<file path="src/rtl/mem_access_sequencer.sv">
// Splits one bus word access into byte accesses to N_TARGETS byte-wide targets, little-endian.
// Reads collect target bytes into o_bus_data with zero or sign fill; any fault ends in o_bus_err.
module mem_access_sequencer #(
  parameter int unsigned DATA_BYTES = 4,
  parameter int unsigned ADDR_WIDTH = 32,
  parameter int unsigned N_TARGETS  = 2,
  parameter int unsigned TIMEOUT    = 255,
  localparam int unsigned NbW       = $clog2(DATA_BYTES) + 1,
  localparam int unsigned CntW      = ($clog2(TIMEOUT + 1) > 0) ? $clog2(TIMEOUT + 1) : 1
) (
  input  logic                      i_clk,
  input  logic                      i_rst,
  input  logic                      i_bus_DV,
  input  logic [ADDR_WIDTH-1:0]     i_bus_address,
  input  logic [8*DATA_BYTES-1:0]   i_bus_data,
  input  logic [NbW-1:0]            i_nbytes,
  input  logic                      i_write_notread,
  input  logic                      i_signed,
  output logic [8*DATA_BYTES-1:0]   o_bus_data,
  output logic                      o_bus_DV,
  output logic                      o_bus_err,
  output logic                      o_busy,
  output logic [ADDR_WIDTH-1:0]     o_tgt_address,
  output logic [7:0]                o_tgt_data,
  output logic                      o_tgt_wren,
  output logic [N_TARGETS-1:0]      o_tgt_request,
  input  logic [N_TARGETS-1:0]      i_tgt_hit,
  input  logic [N_TARGETS-1:0]      i_tgt_done,
  input  logic [8*N_TARGETS-1:0]   i_tgt_data
);

  typedef enum logic [1:0] {StIdle, StIssue, StWait, StResp} state_e;

  state_e                    state_q;
  logic [8*DATA_BYTES-1:0]   data_q;
  logic [8*DATA_BYTES-1:0]   data_next;
  logic [NbW-1:0]            nbytes_q;
  logic [NbW-1:0]            idx_q;
  logic                      sgn_q;
  logic [N_TARGETS-1:0]      sel_q;
  logic [CntW-1:0]           wait_cnt_q;

  logic [N_TARGETS-1:0]      hit_minus1;
  logic                      hit_onehot;
  logic                      sel_done;
  logic [7:0]                sel_byte;
  logic [7:0]                fill_byte;
  logic                      nbytes_bad;
  logic                      last_byte;

  assign data_next = data_q >> 8;

  always_comb begin
    hit_minus1 = i_tgt_hit - N_TARGETS'(1);
    hit_onehot = (i_tgt_hit != '0) && ((i_tgt_hit & hit_minus1) == '0);
    sel_done   = |(i_tgt_done & sel_q);
    sel_byte   = '0;
    for (int t = 0; t < int'(N_TARGETS); t++) begin
      if (sel_q[t]) sel_byte = i_tgt_data[8*t +: 8];
    end
    fill_byte  = sgn_q ? {8{sel_byte[7]}} : 8'h00;
    nbytes_bad = (i_nbytes == '0) || (i_nbytes > NbW'(DATA_BYTES));
    last_byte  = (idx_q + NbW'(1)) == nbytes_q;
  end

  // Request is decoded from the registered address in the same ISSUE cycle to keep 2 cycles/byte.
  assign o_tgt_request = ((state_q == StIssue) && hit_onehot) ? i_tgt_hit : '0;
  assign o_busy        = (state_q != StIdle);

  always_ff @(posedge i_clk) begin
    if (i_rst) begin
      state_q       <= StIdle;
      data_q        <= '0;
      nbytes_q      <= '0;
      idx_q         <= '0;
      sgn_q         <= 1'b0;
      sel_q         <= '0;
      wait_cnt_q    <= '0;
      o_bus_data    <= '0;
      o_bus_DV      <= 1'b0;
      o_bus_err     <= 1'b0;
      o_tgt_address <= '0;
      o_tgt_data    <= '0;
      o_tgt_wren    <= 1'b0;
    end else begin
      o_bus_DV <= 1'b0;
      unique case (state_q)
        StIdle: begin
          if (i_bus_DV) begin
            data_q        <= i_bus_data;
            nbytes_q      <= i_nbytes;
            idx_q         <= '0;
            sgn_q         <= i_signed;
            sel_q         <= '0;
            o_tgt_address <= i_bus_address;
            o_tgt_data    <= i_bus_data[7:0];
            o_tgt_wren    <= i_write_notread & ~nbytes_bad;
            o_bus_data    <= '0;
            o_bus_err     <= nbytes_bad;
            state_q       <= nbytes_bad ? StResp : StIssue;
          end
        end
        StIssue: begin
          wait_cnt_q <= '0;
          if (hit_onehot) begin
            sel_q   <= i_tgt_hit;
            state_q <= StWait;
          end else begin
            o_bus_err <= 1'b1;
            state_q   <= StResp;
          end
        end
        StWait: begin
          if (sel_done) begin
            // Bytes above the current one take the fill now, so the final word is ready in RESP.
            if (!o_tgt_wren) begin
              for (int j = 0; j < int'(DATA_BYTES); j++) begin
                if (NbW'(j) == idx_q) o_bus_data[8*j +: 8] <= sel_byte;
                else if (NbW'(j) > idx_q) o_bus_data[8*j +: 8] <= fill_byte;
              end
            end
            o_tgt_address <= o_tgt_address + ADDR_WIDTH'(1);
            o_tgt_data    <= data_next[7:0];
            data_q        <= data_next;
            idx_q         <= idx_q + NbW'(1);
            sel_q         <= '0;
            state_q       <= last_byte ? StResp : StIssue;
          end else if (wait_cnt_q == CntW'(TIMEOUT - 1)) begin
            o_bus_err <= 1'b1;
            sel_q     <= '0;
            state_q   <= StResp;
          end else begin
            wait_cnt_q <= wait_cnt_q + CntW'(1);
          end
        end
        StResp: begin
          o_bus_DV   <= 1'b1;
          o_tgt_wren <= 1'b0;
          state_q    <= StIdle;
        end
        default: state_q <= StIdle;
      endcase
    end
  end

endmodule

</file>
<file path="config.mk">
export PLATFORM = sky130hd
export DESIGN_NAME = mem_access_sequencer
export DESIGN_NICKNAME = d
export VERILOG_FILES = /design/src/rtl/mem_access_sequencer.sv
export SDC_FILE = /design/constraint.sdc
export NUM_CORES = 1
export LEC_CHECK = 0
export ABC_AREA = 0
export ABC_CLOCK_PERIOD_IN_PS = 4600
export CORE_MARGIN = 5
export CORE_UTILIZATION = 53
export DETAILED_ROUTE_END_ITERATION = 6
export PLACE_DENSITY = 0.87
export SETUP_SLACK_MARGIN = 0.02
export SLEW_MARGIN = 20
export SYNTH_ARGS = -nofsm -noshare
export SYNTH_HDL_FRONTEND = slang
export SYNTH_SLANG_ARGS = --single-unit
</file>
<file path="constraint.sdc">
create_clock -name i_clk -period 4.6 [get_ports i_clk]
set_clock_uncertainty 0.1 [all_clocks]
set_input_delay 0.46 -clock i_clk [delete_from_list [all_inputs] [get_ports i_clk]]
set_output_delay 0.46 -clock i_clk [all_outputs]
set_load 0.01 [all_outputs]
</file>
# Yosys cells after proc, flatten, opt, wreduce, memory -nomap -nowiden

Index checks and enable logic that the tools add are counted.

Bits in registers: 126
Output and inout bits: 78

Magnitude comparators: 5
Eq/ne operators: 21
Multiplexer cells: 51
Bitwise operators: 4
Reductions and logical operators: 25
Add/sub/neg operators: 4

Operator list:

| operator                | count |
|---|---|
| $mux W32                | 7 |
| $pmux W32 S2            | 3 |
| $mux W8                 | 15 |
| $add A32 B1 Y32 const B | 1 |
| $pmux W8 S2             | 2 |
| $reduce_and A5 Y1       | 5 |
| $mux W2                 | 10 |
| $ne A2 B2 Y1 const B    | 8 |
| $ne A3 B3 Y1 const B    | 5 |
| $reduce_bool A2 Y1      | 5 |
| $add A8 B1 Y8 const B   | 1 |
| $eq A8 B8 Y1 const B    | 1 |
| $pmux W2 S4             | 1 |
| $mux W1                 | 7 |
| $eq A2 B3 Y1 const A    | 2 |
| $gt A1 B3 Y1 const A    | 2 |
| $gt A2 B3 Y1 const A    | 2 |
| $logic_not A3 Y1        | 2 |
| $mux W3                 | 2 |
| $pmux W2 S3             | 1 |
| $pmux W3 S2             | 1 |
| $reduce_and A2 Y1       | 3 |
| $reduce_and A3 Y1       | 2 |
| $and A2 B2 Y2           | 2 |
| other kinds (17)        | 20 |

# Logic depth before layout (Yosys ltp)

Depth after elaboration: 8
Depth in mapped cells: 10

# Worst setup path after synthesis

Ideal clock, no wire load.

Kind: reg-to-reg
Start point: reg state_q[0]
End point: reg o_tgt_address[29]
Path slack: 2.496 ns
Clock period less this slack: 2.104 ns
Library setup time: 0.131 ns
Data required time: 4.369 ns
Path buffers: 2
Data arrival time: 1.873 ns
Stages on the path, launching flop included: 10
Cells stage by stage: dfxtp_1 -> inv_1 -> ha_1 -> buf_2 -> mux2_2 -> o21ai_1 -> clkbuf_1 -> nor2_1 -> mux2i_1 -> o22ai_1

Cells in the longest elaborated chain, start to end: 3

Ends and longest elaborated chain:

| item                                                                | line | text |
|---|---|---|
| start: declaration                                                  | 34   | `state_e state_q;` |
| start signal: assignment                                            | 72   | `state_q <= StIdle;` |
| start signal: assignment                                            | 100  | `state_q <= nbytes_bad ? StResp : StIssue;` |
| start signal: assignment                                            | 107  | `state_q <= StWait;` |
| $eq A2 B2 Y1 / $logic_not A2 Y1 (equally long branches)             | 87   | `unique case (state_q)` |
| $ne A2 B2 Y1 (no line) / $reduce_bool A2 Y1 (equally long branches) | --   |  |
| $reduce_and A3 Y1 (no line)                                         | --   |  |
| end signal: assignment                                              | 95   | `o_tgt_address <= i_bus_address;` |
| end signal: assignment                                              | 122  | `o_tgt_address <= o_tgt_address + ADDR_WIDTH'(1);` |
| end: declaration                                                    | 23   | `output logic [ADDR_WIDTH-1:0] o_tgt_address,` |

Parallel ways exist; a longest one is shown, timed or not.
A chain may end at the register's enable or synchronous reset.

# Worst setup path in the final report

Start point: reg state_q[0]
End point: reg o_tgt_address[26]

The elaborated chain is that of the path after synthesis.

==> results_dict.tcl <==
set metrics [dict create \
    power_density_nw_per_um2 519.3 \
    slew_viol_final 0 \
    cts_root_buf "clkbuf_16" \
    synth_mux_area_share_pct 5.698 \
    ys.flop_type "dfxtp_1" \
    postCtsSetupBuffers 0 \
    cts_sinks 118 \
    synth_top_area_share_pct 38.15 \
    leakagePower_nw 2.924 \
    holdPathStages 2 \
    synth_compound_area_share_pct 24.31 \
    slowest_stage "buf_4" \
    required_ns 4.85 \
    synth-xor-area-share_pct 1.697 \
    area_growth_pct 36.55 \
    yosysWarnings 0 \
    num_rows 39 \
    n_antenna_cell 0 \
    grt_pass1_vias 6289 \
    syn_area_um2 6192 \
    p_total_mw 4.391 \
    rsz0062_at_grt "no" \
    r2r_slack_ns 1.49 \
    die_h_um 118.1 \
    p_int_mw 2.722 \
    reg2reg_to "o_tgt_address[26]" \
    crit_path_end_kind "register" \
    min_path_type "register to register" \
    synth.yosys.seq_area_share_pct 38.15 \
    cts_made_buffers 17 \
    crit_fanout 63 \
    cap_viol_max_count 0 \
    fin_crit_sh_pct 67.57 \
    synth_area_leaders "dfxtp_1 38%, mux2i_1 5.3%, nor2_1 4.5%" \
    crit_path_cell_trace "inv_1 > ha_4 > buf_4 > nand3_1 > or3_1 > or3_2 > nand3_1" \
    max_stage_delay_ns 0.68 \
    path_buf_inv 2 \
    synth_fa_ha_area_share_pct 2.021 \
    clockPowerShare_pct 29.5 \
    route.vias.total 6441 \
    path_delay_family "simple AND/OR/NAND/NOR gates" \
    finalSetupTns_ns 0 \
    cts_buffer_depth 2 \
    drive_gt1_share_pct 7.675 \
    critical_path_class "register to register" \
    cts_tree "yes" \
    grt_use_total_pct 26.22 \
    port-buffer-count 169 \
    place.gp.congestion 0.9354 \
    synth_most_common_cell "dfxtp_1" \
    grt_pass1_wl_um 31050 \
    status "finished, final reports clean" \
    arrival_ns 3.35 \
    worst_pin_slew_ns 0.9885 \
    critPathLaunchType "register" \
    switching_share_pct 38.01 \
    clk_pin_slew_worst_paths_ns 0.06 \
    clk_latency_ns 0.41 \
    max_freq_mhz 321.7 \
    worst_r2r_path_depth 7 \
    ir_drop_mv 0.2797 \
    core-area_um2 11420 \
    synth-edff-count 0 \
    cp_common_cell "nand3_1" \
    netlist_instances 751 \
    cts_resized 0 \
    global_route.overflow_total 0 \
    combPwrFrac_pct 37.3 \
    grt_antenna_before_repair 0 \
    boundaryPins 170 \
    r2r-start "state_q[0]" \
    synth_nets 853 \
    nNetsFinal 989 \
    fp.dieW_um 118.1 \
    avgSynthCellArea_um2 8.245 \
    seqPwrFrac_pct 33.1 \
    whs_ns 0.3512 \
    slew-limit-headroom_pct 34.10 \
    synthTopCellsByCount "118 x dfxtp_1, 74 x nor2_1, 58 x nand2_1, 55 x a21oi_1, 53 x o21ai_0" \
    initial_core_util_pct 54.23 \
    finalHoldViolCount 0 \
    yosys.area_share.simple_pct 22.41 \
    fin_crit_ns 3.108 \
    synthDistinctLibCells 65 \
    detail-route-antenna-nets 0 \
    yosys.area.top_type "dfxtp_1" \
    grt_max_degree 70 \
    drt-total-wl_um 18950 \
    ys_async_sr_fraction_pct 0 \
    ys_ff_latch 118 \
    drt_pass1_iterations 6 \
    drc 0 \
    final_cell_count_no_fill 1042 \
    dp_cells 1010 \
    dp_hpwl_um 13280 \
    dr.first_iter.drc_count 704 \
    routedWlPerCell_um 18.18 \
    die_area_um2 13950 \
    cts_hold_buf 0 \
    synth_top_family_by_area "compound AO/OA/AOI/OAI gates" \
    p_switching_mw 1.669 \
    holdPathEnd "data_q[27]" \
    finalSetupViolCount 0 \
    hp-start "data_q[27]" \
    routed_via_density 6.181 \
    htree_levels 4 \
]
-- sequential cells by signal, indices dropped and copies added (netlist names), 2 cells and up --
signal,flops
state_q,2
wait_cnt_q,8
o_tgt_address,32
o_bus_data,32
nbytes_q,3
data_q,25
o_tgt_data,7
idx_q,3
sel_q,2
-- worst min-delay path, delay by kind of cell, from the launching register on --
| kind | cells | cell delay [ns] |
|---|---|---|
| compound gates | 1 | 0.05 |
| flops | 1 | 0.31 |
| simple gates | 1 | 0.05 |
-- how the worst max path moves through the flow --
stage             startpoint                 to  slack [ns]  cells past startpoint
2_1_floorplan     state_q[0]  o_tgt_address[29]        2.50                      9
3_3_place_gp      state_q[0]  o_tgt_address[26]        1.69                      7
3_5_place_dp   i_tgt_done[0]     o_bus_data[23]        1.55                      6
4_1_cts           state_q[0]  o_tgt_address[26]        1.54                      7
5_1_grt           state_q[0]  o_tgt_address[26]        1.30                      7
6_report          state_q[0]  o_tgt_address[26]        1.49                      7
-- cells in the final DEF, fill, tap and decap left out, types with 23 or more instances in the layout --
cell type,netlist,layout
clkdlybuf4s50_1,0,168
dfxtp_1,118,118
nor2_1,74,74
nand2_1,58,58
a21oi_1,55,54
o21ai_0,53,53
nand3_1,32,32
mux2i_1,33,32
a211oi_1,31,31
inv_1,25,25
nand2b_1,23,23
-- cell type report --
| class | count | area [um^2] |
|---|---|---|
| Sequential cell | 118 | 2362 |
| Tap cell | 143 | 178.9 |
| Multi-Input combinational cell | 550 | 3507 |
| Clock buffer | 17 | 425.4 |
| Clock inverter | 14 | 153.9 |
| Timing Repair Buffer | 175 | 1734 |
| Fill cell | 821 | 2963 |
| Inverter | 25 | 93.84 |
-- layer usage --
layer / track usage [%] / vias up / wire (um)
met5: 0 / - / 0
met4: 8.817 / 0 / 379
li1: - / 3017 / -
met1: 32.78 / 3046 / 7744
met2: 43.67 / 340 / 9199
met3: 6.920 / 38 / 1621
-- stage by stage --
step	area, um^2	setup WS (ns)	utilization [%]
global placement	7865	1.691	68.88
global route	8456	1.299	74.05
floorplan	6192	2.496	-
finish	8456	1.492	74.05
CTS	8444	1.536	73.95
detailed placement	7865	1.545	68.88
-- cells by family after synthesis --
group / after synthesis
buffers and inverters: 83
muxes: 35
adders and majority gates: 10
DFF: 118
xor gates and xnor gates: 12
AOI/OAI and AO/OA: 231
and+or+nand+nor: 262
-- power groups by stage --
stage	Clock, mW	Sequential, mW	Combinational [mW]
after floorplan	0	1.44	1.06
after global placement	0	1.45	1.55
after detailed placement	0	1.47	1.61
after CTS	1.31	1.45	1.62
after global routing	1.36	1.48	1.79
final	1.30	1.45	1.64
Power figures use the tool's default switching activity.
